--- src/rtl/loopback_router_pkg.sv ---
// Shared types and constants for the loopback router.
// The optional LOOPBACK_ROUTER_STATS_EN build uses BYTE_CNT_W for its per-channel counters.
package loopback_router_pkg;

    typedef enum logic {
        ST_RUN   = 1'b0,
        ST_DRAIN = 1'b1
    } state_t;

    localparam int   BYTE_CNT_W    = 16;
    localparam logic MODE_STRAIGHT = 1'b0;
    localparam logic MODE_ROTATE   = 1'b1;

endpackage

--- src/rtl/loopback_fifo.sv ---
// First-word-fall-through byte FIFO for one router channel.
// The pointers carry one extra bit so that full and empty can be told apart.
module loopback_fifo #(
    parameter int WIDTH = 8,
    parameter int DEPTH = 4
) (
    input  logic             clk_i,
    input  logic             rst_i,
    input  logic             push_i,
    input  logic [WIDTH-1:0] data_i,
    input  logic             pop_i,
    output logic [WIDTH-1:0] data_o,
    output logic             full_o,
    output logic             empty_o
);

    localparam int AW = $clog2(DEPTH);

    logic [WIDTH-1:0] r_mem [DEPTH];
    logic [AW:0]      r_wr_ptr;
    logic [AW:0]      r_rd_ptr;
    logic             w_do_push;
    logic             w_do_pop;

    assign w_do_push = push_i && !full_o;
    assign w_do_pop  = pop_i && !empty_o;

    always_ff @(posedge clk_i) begin
        if (rst_i) begin
            r_wr_ptr <= '0;
            r_rd_ptr <= '0;
        end else begin
            if (w_do_push) r_wr_ptr <= r_wr_ptr + 1'b1;
            if (w_do_pop)  r_rd_ptr <= r_rd_ptr + 1'b1;
        end
    end

    // Storage needs no reset: contents are only visible while not empty.
    always_ff @(posedge clk_i) begin
        if (w_do_push) r_mem[r_wr_ptr[AW-1:0]] <= data_i;
    end

    assign data_o  = r_mem[r_rd_ptr[AW-1:0]];
    assign empty_o = (r_wr_ptr == r_rd_ptr);
    assign full_o  = (r_wr_ptr[AW] != r_rd_ptr[AW]) &&
                     (r_wr_ptr[AW-1:0] == r_rd_ptr[AW-1:0]);

endmodule

--- src/rtl/loopback_router.sv ---
// Per-channel byte loopback with straight or rotate routing, plus a drain FSM for mode changes.
// Define LOOPBACK_ROUTER_STATS_EN to get per-channel delivered-byte counters on byte_cnt_o.
//
//  state    | meaning
//  ST_RUN   | accepting host bytes, routing under mode_o
//  ST_DRAIN | mode change pending: intake stopped, FIFOs emptying under the old mode
module loopback_router
    import loopback_router_pkg::*;
#(
    parameter int CHANNELS   = 7,
    parameter int FIFO_DEPTH = 4
) (
    input  logic                           clk_i,
    input  logic                           rst_i,
    input  logic                           mode_i,
    input  logic [8*CHANNELS-1:0]          out_data_i,
    input  logic [CHANNELS-1:0]            out_valid_i,
    output logic [CHANNELS-1:0]            out_ready_o,
    output logic [8*CHANNELS-1:0]          in_data_o,
    output logic [CHANNELS-1:0]            in_valid_o,
    input  logic [CHANNELS-1:0]            in_ready_i,
    output logic                           mode_o,
    output logic                           draining_o,
    output logic [BYTE_CNT_W*CHANNELS-1:0] byte_cnt_o
);

    state_t              r_state;
    logic                r_mode;
    logic [CHANNELS-1:0] w_full;
    logic [CHANNELS-1:0] w_empty;
    logic [CHANNELS-1:0] w_push;
    logic [CHANNELS-1:0] w_pop;
    logic [CHANNELS-1:0] w_hs;
    logic [7:0]          w_head [CHANNELS];
    logic                w_rotate;

    always_ff @(posedge clk_i) begin
        if (rst_i) begin
            r_state <= ST_RUN;
            r_mode  <= MODE_STRAIGHT;
        end else begin
            case (r_state)
                ST_RUN: begin
                    if (mode_i != r_mode) r_state <= ST_DRAIN;
                end
                ST_DRAIN: begin
                    // Takes the latest mode_i, so a request withdrawn mid-drain leaves mode unchanged.
                    if (&w_empty) begin
                        r_state <= ST_RUN;
                        r_mode  <= mode_i;
                    end
                end
                default: r_state <= ST_RUN;
            endcase
        end
    end

    assign mode_o      = r_mode;
    assign draining_o  = (r_state == ST_DRAIN);
    assign w_rotate    = (r_mode == MODE_ROTATE);
    assign out_ready_o = ~w_full & {CHANNELS{r_state == ST_RUN}};
    assign w_push      = out_valid_i & out_ready_o;
    assign w_hs        = in_valid_o & in_ready_i;

    for (genvar j = 0; j < CHANNELS; j++) begin : g_chan
        localparam int DST_ROT = (j + 1) % CHANNELS;
        localparam int SRC_ROT = (j + CHANNELS - 1) % CHANNELS;

        loopback_fifo #(
            .WIDTH (8),
            .DEPTH (FIFO_DEPTH)
        ) u_fifo (
            .clk_i   (clk_i),
            .rst_i   (rst_i),
            .push_i  (w_push[j]),
            .data_i  (out_data_i[8*j +: 8]),
            .pop_i   (w_pop[j]),
            .data_o  (w_head[j]),
            .full_o  (w_full[j]),
            .empty_o (w_empty[j])
        );

        // Index j is both a source FIFO (for pop) and a destination in channel (for valid/data).
        assign w_pop[j]          = w_rotate ? w_hs[DST_ROT] : w_hs[j];
        assign in_valid_o[j]     = w_rotate ? !w_empty[SRC_ROT] : !w_empty[j];
        assign in_data_o[8*j +: 8] = w_rotate ? w_head[SRC_ROT] : w_head[j];
    end

`ifdef LOOPBACK_ROUTER_STATS_EN
    for (genvar k = 0; k < CHANNELS; k++) begin : g_stats
        logic [BYTE_CNT_W-1:0] r_cnt;

        always_ff @(posedge clk_i) begin
            if (rst_i)        r_cnt <= '0;
            else if (w_hs[k]) r_cnt <= r_cnt + 1'b1;
        end

        assign byte_cnt_o[BYTE_CNT_W*k +: BYTE_CNT_W] = r_cnt;
    end
`else
    assign byte_cnt_o = '0;
`endif

endmodule
--- config.mk ---
export PLATFORM = sky130hd
export DESIGN_NAME = loopback_router
export DESIGN_NICKNAME = d
export VERILOG_FILES = /design/src/rtl/loopback_router_pkg.sv /design/src/rtl/loopback_fifo.sv /design/src/rtl/loopback_router.sv
export SDC_FILE = /design/constraint.sdc
export NUM_CORES = 1
export LEC_CHECK = 0
export ABC_AREA = 1
export CORE_MARGIN = 2
export CORE_UTILIZATION = 47
export DETAILED_ROUTE_END_ITERATION = 7
export HOLD_SLACK_MARGIN = 0.03
export PLACE_DENSITY = 0.76
export RECOVER_POWER = 100
export SYNTH_ARGS = -nofsm -noshare
export SYNTH_HDL_FRONTEND = slang
export SYNTH_SLANG_ARGS = --single-unit
--- constraint.sdc ---
create_clock -name clk_i -period 1.5 [get_ports clk_i]
set_input_delay 0.3 -clock clk_i [delete_from_list [all_inputs] [get_ports clk_i]]
set_output_delay 0.3 -clock clk_i [all_outputs]
set_load 0.01 [all_outputs]
==> results of run 1 <==
==> kinds of logic after synthesis <==
logic type | Yosys count
DFF | 282
other | 1
xor gates and xnor gates | 20
AOI/OAI and AO/OA | 164
and+or+nand+nor | 554
buffers and inverters | 253
adders and majority gates | 35
==> through the flow <==
step	TNS [ps]	setup WS, ps	cells	hold slack (ps)	utilization (%)
2_1_floorplan	-14190	-149	1420	362	-
3_3_place_gp	-57650	-991	2001	511	59.1
3_5_place_dp	-64330	-1000	2001	535	59.1
4_1_cts	-68580	-749	2129	377	69.3
5_1_grt	-109010	-825	2156	455	74.0
6_report	-97720	-762	2156	456	74.0
==> registers in the layout, indices dropped and copies added (netlist names), named ones only <==
name / count
draining_o: 1
g_chan.u_fifo.r_rd_ptr: 21
g_chan.u_fifo.r_wr_ptr: 21
g_chan.u_fifo.r_mem: 224
mode_o: 1
==> routing by layer <==
metal | vias up | part of all wire [%]
met5 | - | 0.025
met4 | 2 | 9.3
met3 | 376 | 10
met2 | 1092 | 48
met1 | 5944 | 32
li1 | 5162 | -
==> layout make-up <==
cell class              instances  area, um^2
flip-flops and latches        282        7990
fillers                      1502        7250
multi-input cells             885        6260
repair buffers                462        4400
clock buffers                  32         747
well taps                     378         473
inverters                      94         414
clock inverters                21         304
repair inverters                2        15.0
==> worst max-delay path, delay by kind of cell, from the launching register on <==
kind	cells	cell delay (ps)
buf+inv	4	660
compound gates	3	370
flops	1	380
==> layout by cell type, fill, tap and decap left out, types with 19 or more instances in the layout <==
cell type	Yosys	routed
sky130_fd_sc_hd__edfxtp_1	224	224
sky130_fd_sc_hd__buf_4	117	189
sky130_fd_sc_hd__nand2_1	296	183
sky130_fd_sc_hd__buf_6	0	119
sky130_fd_sc_hd__conb_1	1	112
sky130_fd_sc_hd__nand2_2	9	87
sky130_fd_sc_hd__nand3_1	157	83
sky130_fd_sc_hd__dlygate4sd3_1	0	56
sky130_fd_sc_hd__nand3_2	4	52
sky130_fd_sc_hd__buf_2	28	47
sky130_fd_sc_hd__o21ai_2	1	44
sky130_fd_sc_hd__nor2_1	75	42
sky130_fd_sc_hd__dfxtp_2	0	42
sky130_fd_sc_hd__inv_2	25	38
sky130_fd_sc_hd__inv_1	68	38
sky130_fd_sc_hd__a21oi_1	53	37
sky130_fd_sc_hd__nand2_4	7	37
sky130_fd_sc_hd__ha_1	35	35
sky130_fd_sc_hd__nor2_4	0	31
sky130_fd_sc_hd__clkbuf_16	0	30
sky130_fd_sc_hd__a32o_2	0	27
sky130_fd_sc_hd__nand3_4	0	26
sky130_fd_sc_hd__buf_12	0	25
sky130_fd_sc_hd__a21oi_2	4	19
==> power breakdown <==
group,internal [W],switching [W],leakage (nW)
sequential,0.00891,0.000358,2.54
clock,0.00481,0.00321,0.502
combinational,0.00439,0.00570,5.51
total,0.0181,0.00926,8.55
==> final timing paths <==
| path | to | slack, ps |
|---|---|---|
| setup / recovery | in_data_o[44] | -760 |
| hold / removal | g_chan[1].u_fifo.r_mem[0][4] | 460 |
| setup reg to reg | g_chan[1].u_fifo.r_mem[0][5] | -410 |
| hold reg to reg | g_chan[5].u_fifo.r_rd_ptr[2] | 570 |
==> repair_timing <==
item,in CTS,in global routing
gates cloned,7,1
setup endpoints to repair,312,345
resized for setup,752,301
setup buffers,75,49
hold buffers,0,0
pin swaps,101,127
==> flow_summary.json, run 1 <==
{
  "final-hold-violation-count": 0,
  "worst_path_most_repeated_cell": "sky130_fd_sc_hd__buf_6",
  "viasPerCell": 5.83,
  "drtAntennaViolNets": 0,
  "core_area_um2": 27900,
  "critical_path_cell_sequence": "clkinvlp_4 > buf_6 > a21oi_2 > a32o_2 > buf_6 > o21ai_2 > buf_2",
  "detail_route.iter0.violations": 1703,
  "first_global_vias": 11500,
  "unrepaired_setup_endpoints_after_global_routing": "yes",
  "wl_per_cell_um": 24.0,
  "timing.critical_path.required_ps": 1200,
  "synth_top_family_by_area": "simple AND/OR/NAND/NOR gates",
  "grt_util_all_layers_pct": 29.0,
  "arrival_time_worst_endpoint_ps": 1960,
  "yosys.cell_count.top_type": "sky130_fd_sc_hd__nand2_1",
  "synthDominantCellAreaShare_pct": 50.5,
  "final-max-slew-violation-count": 0,
  "initial_utilization_pct": 47.8,
  "global_route.usage.met1_pct": 33.1,
  "core.rowCount": 61,
  "post_synth_adder_cell_area_pct": 3.29,
  "drt_pre_antenna_iters": 7,
  "worstSkewPairLatency_ps": 570,
  "vdd_drop_max_mv": 1.01,
  "area_after_dpl_um2": 16500,
  "simple_gate_share_of_the_synthesized_area_pct": 18.0,
  "fin_nets": 1864,
  "detail_route.drc_violations": 0,
  "clk_pin_slew_worst_paths_ps": 60,
  "post-route-period-util_pct": 151,
  "tritoncts.num_buffers": 29,
  "routabilityCongestion": 0.842,
  "worstPathMaxFanout": 6,
  "global_route.overflow_total": 0,
  "synth_xor_xnor_area_share_pct": 1.43,
  "finalCriticalPeriod_ps": 2260,
  "global_route.peak_usage_layer": "met2",
  "grt_antenna_before_repair": 1,
  "globalRouteMet2Util_pct": 51.1,
  "insertedDiodeCount": 0,
  "floorplan.die.width_um": 172,
  "slowest_delay_ps": 380,
  "syn2layout_area_growth_pct": 54.8,
  "die_boundary_height_um": 172,
  "synth_warnings": 0,
  "synth-seq-area-share_pct": 59.2,
  "synth_seq_cells": 282,
  "die_footprint_um2": 29700,
  "setup.worst_path.end_class": "output pin",
  "syn-cell-area_um2": 13300,
  "final.setup.worst_slack_ps": -762,
  "slew_headroom_pct": 65.9,
  "finalSetupViolations": 347,
  "vias_after_detailed_routing": 12600,
  "root_buffer": "sky130_fd_sc_hd__clkbuf_16",
  "power_density_nw_per_um2": 1330,
  "port_buffer_count": 144,
  "run_status": "finished, violations left",
  "synth.cells.most_frequent": "296 x sky130_fd_sc_hd__nand2_1, 224 x sky130_fd_sc_hd__edfxtp_1, 157 x sky130_fd_sc_hd__nand3_1, 117 x sky130_fd_sc_hd__buf_4, 75 x sky130_fd_sc_hd__nor2_1",
  "synth_enable_flop_cells": 224,
  "category_of_the_most_critical_setup_path": "reg -> out",
  "total_leakage_power_nw": 8.55,
  "synth_top_area_cell": "sky130_fd_sc_hd__edfxtp_1",
  "cts_tree": "yes",
  "yosys-mux-area-fraction_pct": 0,
  "synth_area_per_cell_um2": 10.2,
  "finalWirelength_mm": 51.7,
  "fraction_of_layout_cells_with_a_size_suffix_above_1_pct": 51.2,
  "synth-compound-area-share_pct": 7.36,
  "max_freq_mhz": 442,
  "async_reset_ff_share_pct": 0,
  "p_total_w": 0.0274,
  "grt_first_pass_wirelength_mm": 64.4,
  "critical_path.slowest_cell": "sky130_fd_sc_hd__dfxtp_4",
  "failed_checks": "negative setup slack",
  "maximum_number_of_pins_on_one_net_before_global_route_repair": 28,
  "whs_path_depth": 1,
  "cts_num_sinks": 282,
  "yosys.cell_types.count": 28,
  "maxCapViolations": 0,
  "clock_skew_ps": 27.3,
  "io-pin-count": 257,
  "reg2reg_from": "g_chan[1].u_fifo.r_wr_ptr[1]",
  "design_area_um2": 20600,
  "min-delay-start": "out_data_i[12]",
  "max_slew.worst_pin.slew_ps": 510,
  "cts_buffer_depth": 3,
  "r2r.worst_path.cells": 10,
  "postSynth.topFlopCell": "sky130_fd_sc_hd__edfxtp_1",
  "synth_area_leaders": "sky130_fd_sc_hd__edfxtp_1 51%, sky130_fd_sc_hd__dfxtp_1 8.7%, sky130_fd_sc_hd__nand2_1 8.3%",
  "critical_path_source_type": "flip-flop",
  "synth_cells": 1309,
  "cts.htree.levels": 1,
  "hold_path.class": "in -> reg",
  "dpl.hpwl_mm": 26.7,
  "gr-usage-met3_pct": 5.33
}
Power figures use the tool's default switching activity.
==> run 2, diff against run 1 <==
Settings changed: CORE_UTILIZATION 47 to 52, PLACE_DENSITY 0.76 to 0.8.
Clock period 1.5 ns to 2.2 ns, I/O delays scaled along.
==> run 2 against run 1 <==
Critical path type unchanged. The run still ends with negative setup slack left. Flip-flop and latch count stayed put. Largest cell class unchanged. Setup slack improved by 690 ps. Combinational power is 55% lower. Global-route usage fell by 4.3 points. Cell area decreased by 18%.
==> flow_summary.json, run 2 (synthesis gave the netlist of run 1 again) <==
{
  "final.fill_count": 1677,
  "hold-worst-slack_ps": 497,
  "pre_cts_ws_ps": -85.6,
  "cts_tree": "yes",
  "cp_top_family": "flip-flops",
  "worst_path_most_repeated_cell": "sky130_fd_sc_hd__buf_6",
  "postCtsHoldBufs": 0,
  "fraction_of_layout_cells_with_a_size_suffix_above_1_pct": 31.0,
  "arrival_time_worst_endpoint_ps": 1830,
  "finalWirelength_mm": 34.3,
  "category_of_the_most_critical_setup_path": "reg -> out",
  "io-pin-count": 257,
  "power_frac_comb_pct": 28.5,
  "syn2layout_area_growth_pct": 27.6,
  "hold_end": "g_chan[3].u_fifo.r_wr_ptr[1]",
  "grt_antenna_before_repair": 1,
  "finalSetupViolations": 17,
  "hold_path.class": "reg -> reg",
  "numPlacedInstances": 1826,
  "multi_input_comb_area_um2": 4950,
  "maxCapViolations": 0,
  "final_cells": 1906,
  "wl_per_cell_um": 18.0,
  "max_slew.worst_pin.slew_ps": 729,
  "drtAntennaViolNets": 0,
  "core.rowCount": 58,
  "layout_common_cells": "270 x sky130_fd_sc_hd__nand2_1, 224 x sky130_fd_sc_hd__edfxtp_1, 125 x sky130_fd_sc_hd__nand3_1, 112 x sky130_fd_sc_hd__conb_1, 84 x sky130_fd_sc_hd__buf_4",
  "setup.worst_path.end_class": "output pin",
  "cts_buffer_depth": 3,
  "final.setup.worst_slack_ps": -73.2,
  "util_after_layout_pct": 67.5,
  "grt_first_pass_wirelength_mm": 51.1,
  "most_common_cell_after_layout_fill_and_taps_aside": "sky130_fd_sc_hd__nand2_1",
  "timing.critical_path.buf_inv": 3,
  "grt_util_all_layers_pct": 24.7,
  "vdd_drop_max_mv": 0.857,
  "critical_path.slowest_cell": "sky130_fd_sc_hd__dfxtp_4",
  "largest_reg_flops": 224,
  "max_freq_mhz": 440,
  "worstPathMaxFanout": 5,
  "core_area_um2": 25200,
  "timing.critical_path.required_ps": 1760,
  "dpl.hpwl_mm": 23.4,
  "global_route.overflow_total": 0,
  "internal-power_w": 0.0109,
  "critical_path_source_type": "flip-flop",
  "final-max-slew-violation-count": 0,
  "failed_checks": "negative setup slack",
  "r2r.worst_path.cells": 18,
  "worst-r2r-setup-slack_ps": 110,
  "detail_route.iter0.violations": 1034,
  "routabilityCongestion": 0.849,
  "swShare_pct": 30.8,
  "pwr-share-clk_pct": 31.7,
  "cts.htree.levels": 1,
  "viasPerCell": 5.37,
  "final-hold-violation-count": 0,
  "clk_pin_slew_worst_paths_ps": 60,
  "worstSkewPairLatency_ps": 550,
  "reg2reg_from": "g_chan[2].u_fifo.r_rd_ptr[0]",
  "fin_nets": 1661,
  "finalCriticalPeriod_ps": 2270,
  "tritoncts.num_buffers": 28,
  "floorplan.die.width_um": 164,
  "post-route-period-util_pct": 103,
  "first_global_vias": 9726,
  "run_status": "finished, violations left",
  "power_density_nw_per_um2": 930,
  "whs_path_depth": 2,
  "die_footprint_um2": 26900,
  "maximum_number_of_pins_on_one_net_before_global_route_repair": 37,
  "root_buffer": "sky130_fd_sc_hd__clkbuf_16",
  "sequential_cell_area_um2": 7980,
  "total_leakage_power_nw": 7.08,
  "port_buffer_count": 144,
  "initial_utilization_pct": 52.9,
  "switchingPower_w": 0.00487,
  "cts_num_sinks": 282,
  "clock_skew_ps": 16.4,
  "slew_headroom_pct": 51.3,
  "critical_path_cell_sequence": "buf_6 > nand2_1 > a32o_2 > buf_6 > o21ai_2 > buf_2",
  "drt_pre_antenna_iters": 6,
  "reg2reg_to": "mode_o",
  "slowest_delay_ps": 420,
  "detail_route.drc_violations": 0,
  "vias_after_detailed_routing": 10200,
  "unrepaired_setup_endpoints_after_global_routing": "yes",
  "die_boundary_height_um": 164,
  "pwr-share-seq_pct": 39.8,
  "min-delay-start": "g_chan[3].u_fifo.r_wr_ptr[1]"
}
==> run 2: layer usage <==
metal	share of wire (%)	vias to the layer above	wire [um]	global-route usage, %
met5	0.038	-	13	0
met4	4.3	2	1470	9.17
li1	-	4747	-	-
met3	7.9	95	2720	3.96
met2	50	519	17200	43.2
met1	38	4874	13000	30.9
==> run 2: layout make-up <==
class	instances	share of cell area (%)
antenna	1	0.0147
clock buffer	39	4.96
clock inverter	13	0.876
inverter	94	2.41
multi-input combinational	885	29.1
sequential	282	47.0
tap	330	2.43
timing repair buffer	260	13.1
timing repair inverter	2	0.110
==> run 2: what timing repair did <==
item | CTS | global route
cloned | 4 | 1
setup endpoints to repair | 70 | 62
pin swaps | 33 | 35
gates resized for setup | 483 | 113
buffers inserted | 20 | 5
==> run 2: through the flow <==
step / total power (W) / instance area (um^2) / TNS (ps)
after floorplan: 0.00849 / 13700 / 0
after global placement: 0.0103 / 15300 / -226
after detailed placement: 0.0104 / 15300 / -377
after CTS: 0.0156 / 16700 / -414
after global routing: 0.0164 / 17000 / -1930
final: 0.0158 / 17000 / -448
==> run 2: worst max path at each step <==
stage                                 start                           end  cells after the start
2_1_floorplan  g_chan[0].u_fifo.r_wr_ptr[0]  g_chan[0].u_fifo.r_mem[0][0]                      8
3_3_place_gp                      flip-flop                 in_data_o[16]                      6
3_5_place_dp                      flip-flop                 in_data_o[50]                      5
4_1_cts                           flip-flop                 in_data_o[55]                      7
5_1_grt                           flip-flop                 in_data_o[55]                      7
6_report                          flip-flop                 in_data_o[52]                      6
==> run 2: tightest hold or removal path: stages, from the launching register on <==
cell and delay, ps:
sky130_fd_sc_hd__dfxtp_2 350, sky130_fd_sc_hd__nand2_1 70, sky130_fd_sc_hd__a21oi_1 50
==> run 2: power groups by stage <==
stage	sequential, W	combinational [W]	clock, W
2_1_floorplan	0.00627	0.00221	0
3_5_place_dp	0.00632	0.00407	0
6_report	0.00630	0.00450	0.00500
4_1_cts	0.00627	0.00427	0.00503
3_3_place_gp	0.00631	0.00399	0
5_1_grt	0.00632	0.00485	0.00523
==> run 3, diff against run 2 <==
Settings changed: CORE_UTILIZATION 52 to 40, PLACE_DENSITY 0.8 to default, SYNTH_HIERARCHICAL from default to 1.
==> run 3 against run 2 <==
Area after synthesis up 4.0%. Clock power up 3%. Wire length up 3.0%. Worst hold slack better by 30 ps. Non-clock buffer count up 62. The flow still finishes with violations (negative setup slack). Largest cell class unchanged. Critical path type unchanged. Sequential power about the same. Die area up 34%.
==> flow_summary.json, run 3 <==
{
  "max_freq_mhz": 438,
  "fraction_of_layout_cells_with_a_size_suffix_above_1_pct": 37.9,
  "worstSkewPairLatency_ps": 550,
  "category_of_the_most_critical_setup_path": "reg -> out",
  "cts_buffer_depth": 3,
  "dpl.hpwl_mm": 24.8,
  "layout_common_cells": "224 x sky130_fd_sc_hd__edfxtp_1, 169 x sky130_fd_sc_hd__nand2_1, 164 x sky130_fd_sc_hd__nor2_1, 112 x sky130_fd_sc_hd__conb_1, 97 x sky130_fd_sc_hd__buf_4",
  "synth_area_per_cell_um2": 9.88,
  "port_buffer_count": 144,
  "synth_enable_flop_cells": 224,
  "unrepaired_setup_endpoints_after_global_routing": "yes",
  "wl_per_cell_um": 16.0,
  "globalRouteMet2Util_pct": 32.7,
  "total_leakage_power_nw": 7.79,
  "global_route.peak_usage_layer": "met2",
  "synth_warnings": 6,
  "final.fill_count": 2970,
  "finalSetupViolations": 32,
  "insertedDiodeCount": 0,
  "grt_util_all_layers_pct": 19.1,
  "cts_tree": "yes",
  "largest_reg_flops": 224,
  "global_route.usage.met1_pct": 23.9,
  "final_cells": 2205,
  "numPlacedInstances": 2092,
  "global_route.overflow_total": 0,
  "yosys.cell_count.top_type": "sky130_fd_sc_hd__edfxtp_1",
  "synth_seq_cells": 282,
  "synth_cells": 1401,
  "pre_cts_ws_ps": -178,
  "synth_area_leaders": "sky130_fd_sc_hd__edfxtp_1 49%, sky130_fd_sc_hd__dfxtp_1 8.4%, sky130_fd_sc_hd__buf_4 6.8%",
  "failed_checks": "negative setup slack",
  "first_global_vias": 10100,
  "syn2layout_area_growth_pct": 35.6,
  "maximum_number_of_pins_on_one_net_before_global_route_repair": 38,
  "cts_num_sinks": 282,
  "async_reset_ff_share_pct": 0,
  "critical_path.endpoint": "in_data_o[10]",
  "initial_utilization_pct": 40.4,
  "arrival_time_worst_endpoint_ps": 1840,
  "internal-power_w": 0.0113,
  "core_area_um2": 34300,
  "root_buffer": "sky130_fd_sc_hd__clkbuf_16",
  "power_density_nw_per_um2": 864,
  "drtAntennaViolNets": 0,
  "util_after_layout_pct": 54.7,
  "pwr-share-clk_pct": 31.7,
  "postSynth.topFlopCell": "sky130_fd_sc_hd__edfxtp_1",
  "setup.worst_path.end_class": "output pin",
  "final-hold-violation-count": 0,
  "gr-usage-met3_pct": 3.10,
  "synthDominantCellAreaShare_pct": 48.6,
  "routabilityCongestion": 0.816,
  "run_status": "finished, violations left",
  "tritoncts.num_buffers": 30,
  "vdd_drop_max_mv": 0.626,
  "most_common_cell_after_layout_fill_and_taps_aside": "sky130_fd_sc_hd__edfxtp_1",
  "core.rowCount": 68,
  "die_boundary_height_um": 190,
  "hold_path.class": "reg -> reg",
  "p_total_w": 0.0162,
  "clk_pin_slew_worst_paths_ps": 60,
  "post-route-period-util_pct": 104,
  "multi_input_comb_area_um2": 5560,
  "switchingPower_w": 0.00488,
  "detail_route.iter0.violations": 531,
  "final.setup.worst_slack_ps": -81.7,
  "cts.htree.levels": 1,
  "timing.critical_path.required_ps": 1760,
  "grt_first_pass_wirelength_mm": 53.4,
  "r2r.worst_path.cells": 12,
  "maxCapViolations": 0,
  "sequential_cell_area_um2": 8020,
  "synth.cells.most_frequent": "224 x sky130_fd_sc_hd__edfxtp_1, 218 x sky130_fd_sc_hd__nand2_1, 193 x sky130_fd_sc_hd__nor2_1, 156 x sky130_fd_sc_hd__o21ai_0, 125 x sky130_fd_sc_hd__buf_4",
  "worst-r2r-setup-slack_ps": 100,
  "yosys.cell_types.count": 25,
  "power_frac_comb_pct": 29.3,
  "detail_route.drc_violations": 0,
  "viasPerCell": 4.73,
  "worstPathMaxFanout": 5,
  "clock_skew_ps": 6.79,
  "critical_path_source_type": "flip-flop",
  "final-max-slew-violation-count": 0,
  "vias_after_detailed_routing": 10400,
  "finalWirelength_mm": 35.4,
  "synth-seq-area-share_pct": 57.0,
  "swShare_pct": 30.1,
  "reg2reg_from": "g_chan[1].u_fifo/r_wr_ptr[0]",
  "die_footprint_um2": 36100,
  "io-pin-count": 257,
  "fin_nets": 1834,
  "synth_top_area_cell": "sky130_fd_sc_hd__edfxtp_1",
  "pwr-share-seq_pct": 39.0,
  "finalCriticalPeriod_ps": 2280,
  "drt_pre_antenna_iters": 4,
  "syn-cell-area_um2": 13800,
  "reg2reg_to": "g_chan[1].u_fifo/r_mem[3][6]",
  "grt_antenna_before_repair": 1,
  "floorplan.die.width_um": 190
}
[run 3: cell types whose count changed after synthesis, sizes merged, moves of 9 or more]
cell	before	now
nand3	161	36
clkbuf	11	2
nand2	312	270
inv	93	158
a21oi	57	37
a32o	28	0
nor2	80	200
o22ai	0	63
o21ai	79	156
nand3b	0	14
xor2	13	0
buf	148	139
[run 3: stage by stage]
step / hold WS [ps] / instance area, um^2 / TNS [ps]
floorplan: 518 / 14300 / 0
global placement: 545 / 16300 / -907
detailed placement: 552 / 16300 / -1580
CTS: 494 / 18100 / -2090
global route: 548 / 18800 / -11850
finish: 528 / 18800 / -1080
[run 3: final cells by class]
class / count / area share [%]
repair inverters: 1 / 0.0267
flip-flops and latches: 282 / 42.7
clock inverters: 16 / 1.01
inverters: 158 / 3.47
clock buffers: 40 / 4.42
well taps: 455 / 3.03
multi-input cells: 931 / 29.6
repair buffers: 322 / 15.7
[run 3: critical path, cell delays in order (launching register included)]
cell                      delay, ps
sky130_fd_sc_hd__dfxtp_4        420
sky130_fd_sc_hd__buf_12         130
sky130_fd_sc_hd__buf_6          100
sky130_fd_sc_hd__o21ai_4         50
sky130_fd_sc_hd__o22ai_2        220
sky130_fd_sc_hd__buf_6          140
sky130_fd_sc_hd__nand2_2         50
sky130_fd_sc_hd__o21ai_2         60
sky130_fd_sc_hd__buf_2          140
[run 3: worst min-delay path by stage]
stage / start / endpoint / slack, ps / cells past startpoint
detailed placement: g_chan[0].u_fifo/r_rd_ptr[2] / g_chan[0].u_fifo/r_rd_ptr[2] / 550 / 2
finish: g_chan[3].u_fifo/r_rd_ptr[2] / g_chan[3].u_fifo/r_rd_ptr[2] / 530 / 2
global route: g_chan[3].u_fifo/r_wr_ptr[1] / g_chan[3].u_fifo/r_wr_ptr[1] / 550 / 2
CTS: out_data_i[33] / g_chan[4].u_fifo/r_mem[0][1] / 490 / 1
global placement: g_chan[3].u_fifo/r_rd_ptr[2] / g_chan[3].u_fifo/r_rd_ptr[2] / 540 / 2
floorplan: g_chan[0].u_fifo/r_rd_ptr[1] / flip-flop / 520 / 2
[run 3: cell families (layout without fill, tap and decap cells)]
kind of cell    count (synthesis)  after routing  synth area share, %
buf+inv                       299            537                 12.0
other cells                     1            112               0.0271
compound gates                256            256                 9.96
fa+ha+maj                      35             35                 3.16
flops                         282            282                 57.0
simple gates                  528            528                 17.8
[run 3: repair_timing]
action / 4_1_cts / 5_1_grt
pin swaps: 73 / 96
hold buffers: 0 / 0
gates cloned: 1 / 5
setup buffers: 51 / 12
endpoints found under the setup margin: 70 / 80
resized for setup: 619 / 216
[run 3: power groups by stage]
stage	clock network [W]	logic [W]	registers [W]
after floorplan	0	0.00208	0.00631
after global placement	0	0.00391	0.00635
after detailed placement	0	0.00394	0.00635
after CTS	0.00526	0.00436	0.00630
after global routing	0.00547	0.00517	0.00637
final	0.00514	0.00476	0.00633
[run 3: routing by layer]
metal	vias up	routed length, um
li1	5144	-
met3	63	1860
met2	287	17100
met4	2	1320
met5	-	13
met1	4942	15100
